File: src/rtl/ysyx_22050019_mem_arbiter_pkg.sv
// Shared definitions for the data-memory arbiter.
// Holds the FSM state encoding, the owner encoding and the default widths
// used by ysyx_22050019_mem_arbiter and ysyx_22050019_mem_arb_pick.
package ysyx_22050019_mem_arbiter_pkg;

    localparam int AW_DEF = 64;
    localparam int DW_DEF = 64;

    // FSM state encoding
    localparam logic [1:0] S_IDLE = 2'd0;
    localparam logic [1:0] S_REQ  = 2'd1;
    localparam logic [1:0] S_WAIT = 2'd2;
    localparam logic [1:0] S_RESP = 2'd3;

    // Owner of the in-flight transaction
    localparam logic OWN_IF  = 1'b0;
    localparam logic OWN_LSU = 1'b1;

endpackage

File: src/rtl/ysyx_22050019_mem_arb_pick.sv
// Grant decision and IF starvation guard for the memory arbiter.
// Ports:
//   clk, rst_n         clock / asynchronous active-low reset
//   if_valid           fetch request pending
//   lsu_valid          load/store request pending
//   idle               arbiter FSM is in IDLE and may grant
//   grant_if/grant_lsu one-hot combinational grant (both 0 when not idle)
// LSU has fixed priority unless IF has been waiting through STARVE_MAX
// consecutive LSU grants, in which case IF is forced to win once.
module ysyx_22050019_mem_arb_pick #(
    parameter int STARVE_MAX = 4
) (
    input  logic clk,
    input  logic rst_n,
    input  logic if_valid,
    input  logic lsu_valid,
    input  logic idle,
    output logic grant_if,
    output logic grant_lsu
);

    localparam int CW = $clog2(STARVE_MAX + 1);
    localparam logic [CW-1:0] CNT_MAX = CW'(STARVE_MAX);

    logic [CW-1:0] starve_cnt_q;
    logic [CW-1:0] starve_cnt_d;
    logic          if_forced_s;

    // Grant decision: LSU first unless IF has hit the starvation limit
    always_comb begin
        if_forced_s = if_valid && (starve_cnt_q == CNT_MAX);
        grant_lsu   = idle && lsu_valid && !if_forced_s;
        grant_if    = idle && if_valid && !grant_lsu;
    end

    // Starvation counter next value; it only counts while IF keeps waiting
    always_comb begin
        if (!if_valid) begin
            starve_cnt_d = {CW{1'b0}};
        end else if (grant_if) begin
            starve_cnt_d = {CW{1'b0}};
        end else if (grant_lsu && (starve_cnt_q != CNT_MAX)) begin
            starve_cnt_d = starve_cnt_q + CW'(1);
        end else begin
            starve_cnt_d = starve_cnt_q;
        end
    end

    // Starvation counter register
    always_ff @(posedge clk or negedge rst_n) begin
        if (!rst_n) begin
            starve_cnt_q <= {CW{1'b0}};
        end else begin
            starve_cnt_q <= starve_cnt_d;
        end
    end

endmodule

File: src/rtl/ysyx_22050019_mem_arbiter.sv
// Data-memory arbiter between instruction fetch (IF) and load/store (LSU).
// One transaction outstanding at a time: IDLE grants, REQ presents the
// latched request until mem_req_ready, WAIT collects the response (or times
// out after TIMEOUT_CYC cycles), RESP pulses the owner's resp_valid once.
// Ports:
//   if_*   fetch request/response (reads only)
//   lsu_*  load/store request/response (stores also get a response)
//   mem_*  single shared memory port
module ysyx_22050019_mem_arbiter
    import ysyx_22050019_mem_arbiter_pkg::*;
#(
    parameter int AW          = AW_DEF,
    parameter int DW          = DW_DEF,
    parameter int STARVE_MAX  = 4,
    parameter int TIMEOUT_CYC = 255
) (
    input  logic            clk,
    input  logic            rst_n,
    input  logic            if_req_valid,
    output logic            if_req_ready,
    input  logic [AW-1:0]   if_addr,
    output logic            if_resp_valid,
    output logic            if_resp_err,
    output logic [DW-1:0]   if_rdata,
    input  logic            lsu_req_valid,
    output logic            lsu_req_ready,
    input  logic            lsu_wen,
    input  logic [AW-1:0]   lsu_addr,
    input  logic [DW-1:0]   lsu_wdata,
    input  logic [DW/8-1:0] lsu_mask,
    output logic            lsu_resp_valid,
    output logic            lsu_resp_err,
    output logic [DW-1:0]   lsu_rdata,
    output logic            mem_req_valid,
    input  logic            mem_req_ready,
    output logic            mem_wen,
    output logic [AW-1:0]   mem_addr,
    output logic [DW-1:0]   mem_wdata,
    output logic [DW/8-1:0] mem_mask,
    input  logic            mem_resp_valid,
    input  logic [DW-1:0]   mem_rdata
);

    localparam int TW = $clog2(TIMEOUT_CYC + 1);
    localparam logic [TW-1:0] T_MAX = TW'(TIMEOUT_CYC);

    logic [1:0]      state_q, state_d;
    logic            owner_q, owner_d;
    logic            wen_q, wen_d;
    logic [AW-1:0]   addr_q, addr_d;
    logic [DW-1:0]   wdata_q, wdata_d;
    logic [DW/8-1:0] mask_q, mask_d;
    logic [TW-1:0]   tcnt_q, tcnt_d;
    logic [DW-1:0]   if_rdata_q, if_rdata_d;
    logic [DW-1:0]   lsu_rdata_q, lsu_rdata_d;
    logic            if_resp_valid_q, if_resp_valid_d;
    logic            if_resp_err_q, if_resp_err_d;
    logic            lsu_resp_valid_q, lsu_resp_valid_d;
    logic            lsu_resp_err_q, lsu_resp_err_d;

    logic            grant_if_s, grant_lsu_s, idle_s;
    logic [TW-1:0]   tcnt_inc_s;
    logic            resp_fire_s, resp_err_s;
    logic [DW-1:0]   resp_data_s;

    assign idle_s = (state_q == S_IDLE);

    ysyx_22050019_mem_arb_pick #(
        .STARVE_MAX (STARVE_MAX)
    ) u_pick (
        .clk       (clk),
        .rst_n     (rst_n),
        .if_valid  (if_req_valid),
        .lsu_valid (lsu_req_valid),
        .idle      (idle_s),
        .grant_if  (grant_if_s),
        .grant_lsu (grant_lsu_s)
    );

    // FSM, request latching and WAIT-exit detection
    always_comb begin
        state_d     = state_q;
        owner_d     = owner_q;
        wen_d       = wen_q;
        addr_d      = addr_q;
        wdata_d     = wdata_q;
        mask_d      = mask_q;
        tcnt_d      = tcnt_q;
        tcnt_inc_s  = tcnt_q + TW'(1);
        resp_fire_s = 1'b0;
        resp_err_s  = 1'b0;
        resp_data_s = {DW{1'b0}};
        case (state_q)
            S_IDLE: begin
                if (grant_lsu_s) begin
                    owner_d = OWN_LSU;
                    wen_d   = lsu_wen;
                    addr_d  = lsu_addr;
                    wdata_d = lsu_wdata;
                    mask_d  = lsu_mask;
                    state_d = S_REQ;
                end else if (grant_if_s) begin
                    // Fetches are always full-width reads
                    owner_d = OWN_IF;
                    wen_d   = 1'b0;
                    addr_d  = if_addr;
                    wdata_d = {DW{1'b0}};
                    mask_d  = {(DW/8){1'b1}};
                    state_d = S_REQ;
                end else begin
                    state_d = S_IDLE;
                end
            end
            S_REQ: begin
                if (mem_req_ready) begin
                    state_d = S_WAIT;
                    tcnt_d  = {TW{1'b0}};
                end else begin
                    state_d = S_REQ;
                end
            end
            S_WAIT: begin
                // A real response beats a timeout landing in the same cycle
                if (mem_resp_valid) begin
                    resp_fire_s = 1'b1;
                    resp_data_s = mem_rdata;
                    state_d     = S_RESP;
                end else if (tcnt_inc_s == T_MAX) begin
                    resp_fire_s = 1'b1;
                    resp_err_s  = 1'b1;
                    state_d     = S_RESP;
                end else begin
                    tcnt_d = tcnt_inc_s;
                end
            end
            S_RESP: begin
                state_d = S_IDLE;
            end
            default: begin
                state_d = S_IDLE;
            end
        endcase
    end

    // Response routing: only the owner's data register is updated
    always_comb begin
        if_rdata_d       = if_rdata_q;
        lsu_rdata_d      = lsu_rdata_q;
        if_resp_valid_d  = 1'b0;
        if_resp_err_d    = 1'b0;
        lsu_resp_valid_d = 1'b0;
        lsu_resp_err_d   = 1'b0;
        if (resp_fire_s) begin
            if (owner_q == OWN_LSU) begin
                lsu_rdata_d      = resp_data_s;
                lsu_resp_valid_d = 1'b1;
                lsu_resp_err_d   = resp_err_s;
            end else begin
                if_rdata_d       = resp_data_s;
                if_resp_valid_d  = 1'b1;
                if_resp_err_d    = resp_err_s;
            end
        end else begin
            if_resp_valid_d  = 1'b0;
            lsu_resp_valid_d = 1'b0;
        end
    end

    // State and datapath registers
    always_ff @(posedge clk or negedge rst_n) begin
        if (!rst_n) begin
            state_q          <= S_IDLE;
            owner_q          <= OWN_IF;
            wen_q            <= 1'b0;
            addr_q           <= {AW{1'b0}};
            wdata_q          <= {DW{1'b0}};
            mask_q           <= {(DW/8){1'b0}};
            tcnt_q           <= {TW{1'b0}};
            if_rdata_q       <= {DW{1'b0}};
            lsu_rdata_q      <= {DW{1'b0}};
            if_resp_valid_q  <= 1'b0;
            if_resp_err_q    <= 1'b0;
            lsu_resp_valid_q <= 1'b0;
            lsu_resp_err_q   <= 1'b0;
        end else begin
            state_q          <= state_d;
            owner_q          <= owner_d;
            wen_q            <= wen_d;
            addr_q           <= addr_d;
            wdata_q          <= wdata_d;
            mask_q           <= mask_d;
            tcnt_q           <= tcnt_d;
            if_rdata_q       <= if_rdata_d;
            lsu_rdata_q      <= lsu_rdata_d;
            if_resp_valid_q  <= if_resp_valid_d;
            if_resp_err_q    <= if_resp_err_d;
            lsu_resp_valid_q <= lsu_resp_valid_d;
            lsu_resp_err_q   <= lsu_resp_err_d;
        end
    end

    assign if_req_ready   = grant_if_s;
    assign lsu_req_ready  = grant_lsu_s;
    assign if_resp_valid  = if_resp_valid_q;
    assign if_resp_err    = if_resp_err_q;
    assign if_rdata       = if_rdata_q;
    assign lsu_resp_valid = lsu_resp_valid_q;
    assign lsu_resp_err   = lsu_resp_err_q;
    assign lsu_rdata      = lsu_rdata_q;
    assign mem_req_valid  = (state_q == S_REQ);
    assign mem_wen        = wen_q;
    assign mem_addr       = addr_q;
    assign mem_wdata      = wdata_q;
    assign mem_mask       = mask_q;

endmodule

File: config.mk
export PLATFORM = sky130hd
export DESIGN_NAME = ysyx_22050019_mem_arbiter
export DESIGN_NICKNAME = d
export VERILOG_FILES = /design/src/rtl/ysyx_22050019_mem_arbiter_pkg.sv /design/src/rtl/ysyx_22050019_mem_arb_pick.sv /design/src/rtl/ysyx_22050019_mem_arbiter.sv
export SDC_FILE = /design/constraint.sdc
export NUM_CORES = 1
export LEC_CHECK = 0
export BUFFER_PORTS_ARGS = -buffer_cell sky130_fd_sc_hd__buf_2
export CAP_MARGIN = 20
export CORE_AREA = 2 2 213 215
export CTS_CLUSTER_SIZE = 25
export DETAILED_ROUTE_END_ITERATION = 10
export DIE_AREA = 0 0 215 217
export SYNTH_ARGS = -nofsm -noshare
export SYNTH_HDL_FRONTEND = slang
export SYNTH_SLANG_ARGS = --single-unit
File: constraint.sdc
create_clock -name clk -period 3.3 [get_ports clk]
set_input_delay 0.165 -clock clk [delete_from_list [all_inputs] [get_ports clk]]
set_output_delay 0.165 -clock clk [all_outputs]
set_load 0.005 [all_outputs]
==> results of run 1 <==
==> area by class of cell <==
type | count | area [um^2]
inverter | 134 | 505
clock buffer | 47 | 1000
clock inverter | 15 | 145
antenna | 3 | 7.51
fill | 4172 | 25200
tap | 600 | 751
timing repair buffer | 834 | 5690
sequential | 283 | 7080
multi-input combinational | 663 | 4290
==> worst min-delay path: stages <==
cell and delay, ps:
buf_2 150, and3_1 160, nand2_1 60, a21boi_0 70
==> where the power goes <==
part	internal (uW)	switching, uW
Combinational	3890	3900
Sequential	5030	1130
Clock	2290	1520
Total	11200	6550
==> per-layer routing <==
metal / track usage / up-vias / share of wire
li1: - / 5637 / -
met1: 0.223 / 5879 / 0.39
met2: 0.319 / 571 / 0.48
met3: 0.0467 / 121 / 0.071
met4: 0.111 / 2 / 0.055
met5: 0 / - / 0.00037
==> cells in the final DEF, fill, tap and decap left out, types with 4 or more instances in the layout <==
master / netlist / final
buf_12: 11 / 8
a31oi_1: 64 / 64
a22oi_1: 128 / 128
ha_1: 4 / 4
clkbuf_1: 57 / 4
clkbuf_8: 0 / 8
o21ai_1: 28 / 28
o21ai_2: 100 / 100
nor2_1: 71 / 69
o21ai_0: 9 / 8
o22a_1: 8 / 8
buf_4: 0 / 15
a21oi_1: 6 / 6
buf_2: 10 / 541
clkinv_2: 0 / 7
dlygate4sd3_1: 0 / 269
clkbuf_16: 0 / 35
nand3_1: 5 / 4
nand2_1: 137 / 137
dfrtp_1: 283 / 282
a22o_1: 66 / 66
inv_1: 133 / 132
==> metrics by stage <==
step	hold slack (ps)	instances	utilization
after global placement	311	2245	0.350
after floorplan	-131	1165	-
final	127	2579	0.436
after detailed placement	314	2245	0.350
after global routing	164	2579	0.436
after CTS	86.5	2576	0.435
==> sequential cells by signal, summed over array words and instances (netlist names), named ones only <==
| name | cells |
|---|---|
| if_rdata | 64 |
| if_resp_err | 1 |
| if_resp_valid | 1 |
| lsu_rdata | 64 |
| lsu_resp_err | 1 |
| lsu_resp_valid | 1 |
| mem_addr | 64 |
| mem_mask | 8 |
| mem_wdata | 64 |
| mem_wen | 1 |
| owner_q | 1 |
| state_q | 1 |
| tcnt_q | 8 |
| u_pick.starve_cnt_q | 3 |
==> path summary, 6_finish.rpt <==
| kind | to | cells after the start |
|---|---|---|
| min in group asynchronous | if_rdata[15] | 2 |
| setup reg to reg | mem_addr[61] | 7 |
| hold reg to reg | mem_mask[6] | 1 |
| setup / recovery | mem_addr[61] | 7 |
| hold / removal | u_pick.starve_cnt_q[1] | 4 |
| max in group asynchronous | if_rdata[29] | 3 |
==> cells by family (layout without fill, tap and decap cells) <==
group                    count (synthesis)  count (layout)  share of synthesized area
AO/OA/AOI/OAI                          423             423                      0.261
XOR/XNOR                                 3               3                    0.00213
AND/OR/NAND/NOR                        232             232                     0.0758
multiplexers                             1               1                   0.000810
adder cells (fa/ha/maj)                  4               4                    0.00405
buffers and inverters                  219            1030                     0.0832
flip-flops                             283             283                      0.573
other                                    0               3                          0
==> impl_metrics.csv, run 1 <==
group,metric,value,unit
drt,vias,12200,
place,placed_area,0.0156,mm^2
final_layout,nNetsFinal,2226,
worst_setup_path,cp.arrival,3270,ps
cts,cts_hold_buffers,269,
worst_setup_path,slowest_delay,570,ps
global_route,grt_start_max_net_pins,106,
timing,skew,18.8,ps
final_layout,syn2layout_area_growth,57.5,%
floorplan,pin_count,543,
worst_setup_path,crit_type,"reg2reg",
timing,finalCritPeriodShare,0.850,
synthesis,ys.flop_type,"dfrtp_1",
timing,max_freq,356,MHz
floorplan,core-area,0.0447,mm^2
synthesis,synth_edf_count,0,
place,dp_hpwl,30.1,mm
timing,period_minus_slack,2810,ps
global_route,grt_overflow,0,
floorplan,rows,78,
global_route,grt_pass1_wl,70.7,mm
timing,max_slew.worst_pin.slew,896,ps
worst_setup_path,worstSetupStartpointType,"flop",
drt,viasPerCell,4.73,
synthesis,synth_area_leaders,"dfrtp_1 (57%), a22oi_1 (7.8%), o21ai_2 (7.1%)",
place,place.gp.congestion,0.855,
synthesis,synth_cells,1165,
worst_setup_path,cp-end-kind,"flop",
worst_setup_path,worstPathCellList,"nor2_1 -> nand3_2 -> inv_4 -> buf_4 -> nand2_1 -> a31oi_1 -> dlygate4sd3_1",
worst_setup_path,crit_path_start,"state_q[0]",
synthesis,seq_area_frac_synth,0.573,
global_route,grt_pass1_vias,12700,
cts,post-cts-setup-buffers,0,
worst_setup_path,r2r_start,"state_q[0]",
timing,hold_viol_final,0,
drt,wl,45.5,mm
run_status,status,"complete, no violations",
place,place_ws,983,ps
worst_setup_path,path_delay_family,"buffers and inverters",
min_path,holdCritStartpoint,"lsu_req_valid",
synthesis,syn_nets,1440,
cts,cts_root_buffer,"clkbuf_16",
cts,clk_path_buf_depth,3,
floorplan,die-area,0.0467,mm^2
timing,setup-tns-final,0,ps
final_layout,design_area,0.0195,mm^2
drt,first_pass_iters,7,
worst_setup_path,crit_fanout,31,
worst_setup_path,cp.required,3760,ps
cts,cts_resized,0,
min_path,hp-class,"in2reg",
floorplan,die_w,215,um
place,io_buffers,542,
synthesis,yosysWarnings,0,
synthesis,yosys.area.top_type,"dfrtp_1",
worst_setup_path,slowest_stage,"dlygate4sd3_1",
timing,setup_viol,0,
worst_setup_path,r2r_slack,490,ps
power_and_ir_drop,total_power,17800,uW
cts,cts_sinks,283,
worst_setup_path,path_buf_inv,3,
synthesis,yosysMostFrequentCell,"dfrtp_1",
power_and_ir_drop,leakagePower,0.00946,uW
timing,setup_slack,494,ps
floorplan,start_util,0.277,
drt,routedWlPerCell,17.6,um
cts,clkLatencyLatePin,530,ps
cts,cts_tree,"done",
final_layout,drive_above_1_share,0.372,
synthesis,synth_common_cells,"dfrtp_1 (283), nand2_1 (137), inv_1 (133), a22oi_1 (128), o21ai_2 (100)",
global_route,track_usage,0.191,
flow_run,cap_viol_max_count,0,
timing,rsz0062_at_grt,"false",
power_and_ir_drop,peakVddDrop,0.522,mV
drt,drt_iter0_markers,791,
synthesis,netlist_area,0.0124,mm^2
cts,cts_max_level,2,
synthesis,ys_seq_elements,283,
drt,ant_nets,0,
drt,drc,0,
synthesis,yosysUniqueCellTypes,44,
synthesis,async_flop_share,1.00,
cts,clk_pin_slew,70,ps
timing,drv_slew,0,
cts,numCtsBuffers,35,
timing,relSlewSlack,0.403,
global_route,antenna_found_initial,4,
synthesis,synth.top_cell.area_share,0.573,
power_and_ir_drop,powerDensity,912,mW/mm^2
synthesis,avgSynthCellArea,10.6,um^2
floorplan,chipHeight,217,um
Note: power is estimated with default switching activity, not from simulation.
==> run 2, diff against run 1 <==
ABC_AREA = 1   (was unset)
CORE_AREA = 2 2 210 212   (was 2 2 213 215)
DIE_AREA = 0 0 212 214   (was 0 0 215 217)
clock period = 2.7 ns   (was 3.3 ns; I/O delays follow)
==> impl_metrics.csv, run 2 <==
group,metric,value,unit
run_status,status,"complete, no violations",
floorplan,die-area,0.0454,mm^2
timing,hold_ws,67.0,ps
synthesis,syn_nets,1472,
power_and_ir_drop,powerDensity,1070,mW/mm^2
power_and_ir_drop,leakagePower,0.00999,uW
final_layout,utilization,0.432,
drt,vias,12000,
power_and_ir_drop,peakVddDrop,0.570,mV
global_route,grt_use_met2,0.319,
global_route,grt_start_max_net_pins,129,
drt,wl,45.0,mm
synthesis,synth.top_cell.area_share,0.626,
drt,first_pass_iters,5,
floorplan,rows,76,
timing,relSlewSlack,0.444,
cts,clk_pin_slew,60,ps
place,dp_hpwl,29.4,mm
synthesis,yosysUniqueCellTypes,27,
synthesis,netlist_area,0.0113,mm^2
timing,setup_viol,0,
floorplan,start_util,0.264,
worst_setup_path,cp.arrival,2950,ps
timing,finalCritPeriodShare,0.931,
synthesis,synth_common_cells,"nand2_1 (488), dfrtp_1 (283), nand3_1 (199), a22o_1 (65), clkbuf_1 (52)",
floorplan,pin_count,543,
cts,clkLatencyLatePin,530,ps
global_route,met1_usage,0.229,
timing,hold_viol_final,0,
timing,drv_slew,0,
synthesis,synth_area_leaders,"dfrtp_1 (63%), nand2_1 (16%), nand3_1 (8.8%)",
drt,ant_nets,0,
power_and_ir_drop,total_power,19800,uW
cts,cts_sinks,283,
synthesis,ys.flop_type,"dfrtp_1",
cts,cts_tree,"done",
place,place_ws,576,ps
drt,drc,0,
floorplan,chipHeight,214,um
floorplan,core-area,0.0429,mm^2
synthesis,yosysWarnings,0,
global_route,grt_pass1_vias,12000,
cts,cts_root_buffer,"clkbuf_16",
worst_setup_path,cp-end-kind,"flop",
cts,clk_path_buf_depth,3,
synthesis,yosysMostFrequentCell,"nand2_1",
timing,rsz0062_at_grt,"false",
place,place.gp.congestion,0.847,
final_layout,drive_above_1_share,0.313,
timing,setup_slack,186,ps
worst_setup_path,worstPathCellList,"inv_1 -> ha_1 -> nand3_1 -> nand3_1 -> buf_4 -> inv_4 -> buf_12 -> nand2_1 -> nand3_1 -> dlygate4sd3_1",
drt,viasPerCell,4.60,
worst_setup_path,worstSetupStartpointType,"flop",
timing,skew,33.2,ps
cts,cts_max_level,2,
drt,routedWlPerCell,17.3,um
cts,numCtsBuffers,34,
timing,max_freq,398,MHz
synthesis,synth_cells,1197,
synthesis,async_flop_share,1.00,
drt,drt_iter0_markers,915,
global_route,antenna_found_initial,4,
worst_setup_path,crit_top_cell,"nand3_1",
final_layout,mostFrequentLayoutCells,"buf_2 (541), nand2_1 (486), dfrtp_1 (282)",
timing,period_minus_slack,2510,ps
final_layout,fillerInstances,4041,
synthesis,seq_area_frac_synth,0.626,
place,io_buffers,542,
global_route,grt_pass1_wl,68.1,mm
global_route,track_usage,0.192,
worst_setup_path,crit_type,"reg2reg",
flow_run,cap_viol_max_count,0,
worst_setup_path,cp.required,3140,ps
worst_setup_path,slowest_stage,"dlygate4sd3_1",
global_route,use_met3,0.0500,
floorplan,die_w,212,um
timing,max_slew.worst_pin.slew,834,ps
timing,setup-tns-final,0,ps
synthesis,ys_seq_elements,283,
final_layout,syn2layout_area_growth,63.7,%
final_layout,final_common_cell,"buf_2",
synthesis,yosys.area.top_type,"dfrtp_1",
global_route,grt_overflow,0,
min_path,hp-class,"in2reg",
synthesis,synth_edf_count,0,
worst_setup_path,crit_fanout,91,
synthesis,avgSynthCellArea,9.45,um^2
final_layout,nNetsFinal,2265,
worst_setup_path,slowest_delay,580,ps
global_route,top_usage_layer,"met2",
## run 2: routing by layer
| layer | up-vias | wire length, um | part of all wire |
|---|---|---|---|
| li1 | 5513 | - | - |
| met1 | 5789 | 18100 | 0.40 |
| met2 | 539 | 21500 | 0.48 |
| met3 | 111 | 3270 | 0.073 |
| met4 | 4 | 2150 | 0.048 |
| met5 | - | 18 | 0.00040 |
## run 2: worst paths after layout
| kind | from | end | slack [ps] | cells after the start |
|---|---|---|---|---|
| min | lsu_req_valid | u_pick.starve_cnt_q[0] | 70 | 5 |
| max | u_pick.starve_cnt_q[0] | mem_addr[28] | 190 | 10 |
| min in group asynchronous | rst_n | lsu_rdata[36] | 230 | 2 |
| min reg2reg | lsu_rdata[34] | lsu_rdata[34] | 470 | 2 |
| max reg2reg | u_pick.starve_cnt_q[0] | mem_addr[28] | 190 | 10 |
| max in group asynchronous | rst_n | mem_addr[30] | 1620 | 3 |
## run 2: what timing repair did
item                       in CTS  in global routing
buffers inserted                0                  2
setup endpoints to repair       0                  6
hold buffers                  268                  0
hold endpoints to repair      350                  0
gates resized for setup         0                  0
## run 2: final cells by class
class | instances | area, um^2 | share of cell area
Sequential cell | 283 | 7080 | 0.383
Timing Repair Buffer | 836 | 5760 | 0.311
Multi-Input combinational cell | 800 | 3720 | 0.201
Clock buffer | 49 | 998 | 0.0539
Tap cell | 585 | 732 | 0.0395
Inverter | 35 | 134 | 0.00723
Clock inverter | 10 | 88.8 | 0.00480
Antenna cell | 2 | 5.00 | 0.000270
## run 2: logic make-up (layout without fill, tap and decap cells)
kind of cell,count (synthesis),count (layout),share of synthesized area
and+or+nand+nor,714,714,0.263
adders and majority gates,4,4,0.00442
DFF,283,283,0.626
buffers and inverters,114,930,0.0469
other,0,2,0
AOI/OAI and AO/OA,82,82,0.0595
## run 2: critical path: cells and delay by family (launching register included)
family / cells / cell delay, ps
adders and majority gates: 1 / 210
buffers and inverters: 5 / 1260
DFF: 1 / 380
and+or+nand+nor: 4 / 460
## run 2: through the flow
step	area (um^2)	std cells
global placement	14700	2268
global route	18500	2599
detailed placement	14700	2268
finish	18500	2600
CTS	18500	2595
floorplan	11300	1197
## run 2: power by group
| part | switching (uW) | total (uW) | internal [uW] |
|---|---|---|---|
| Sequential | 1130 | 7330 | 6200 |
| Clock | 1830 | 4500 | 2670 |
| Combinational | 4180 | 7970 | 3790 |
| Total | 7140 | 19800 | 12700 |
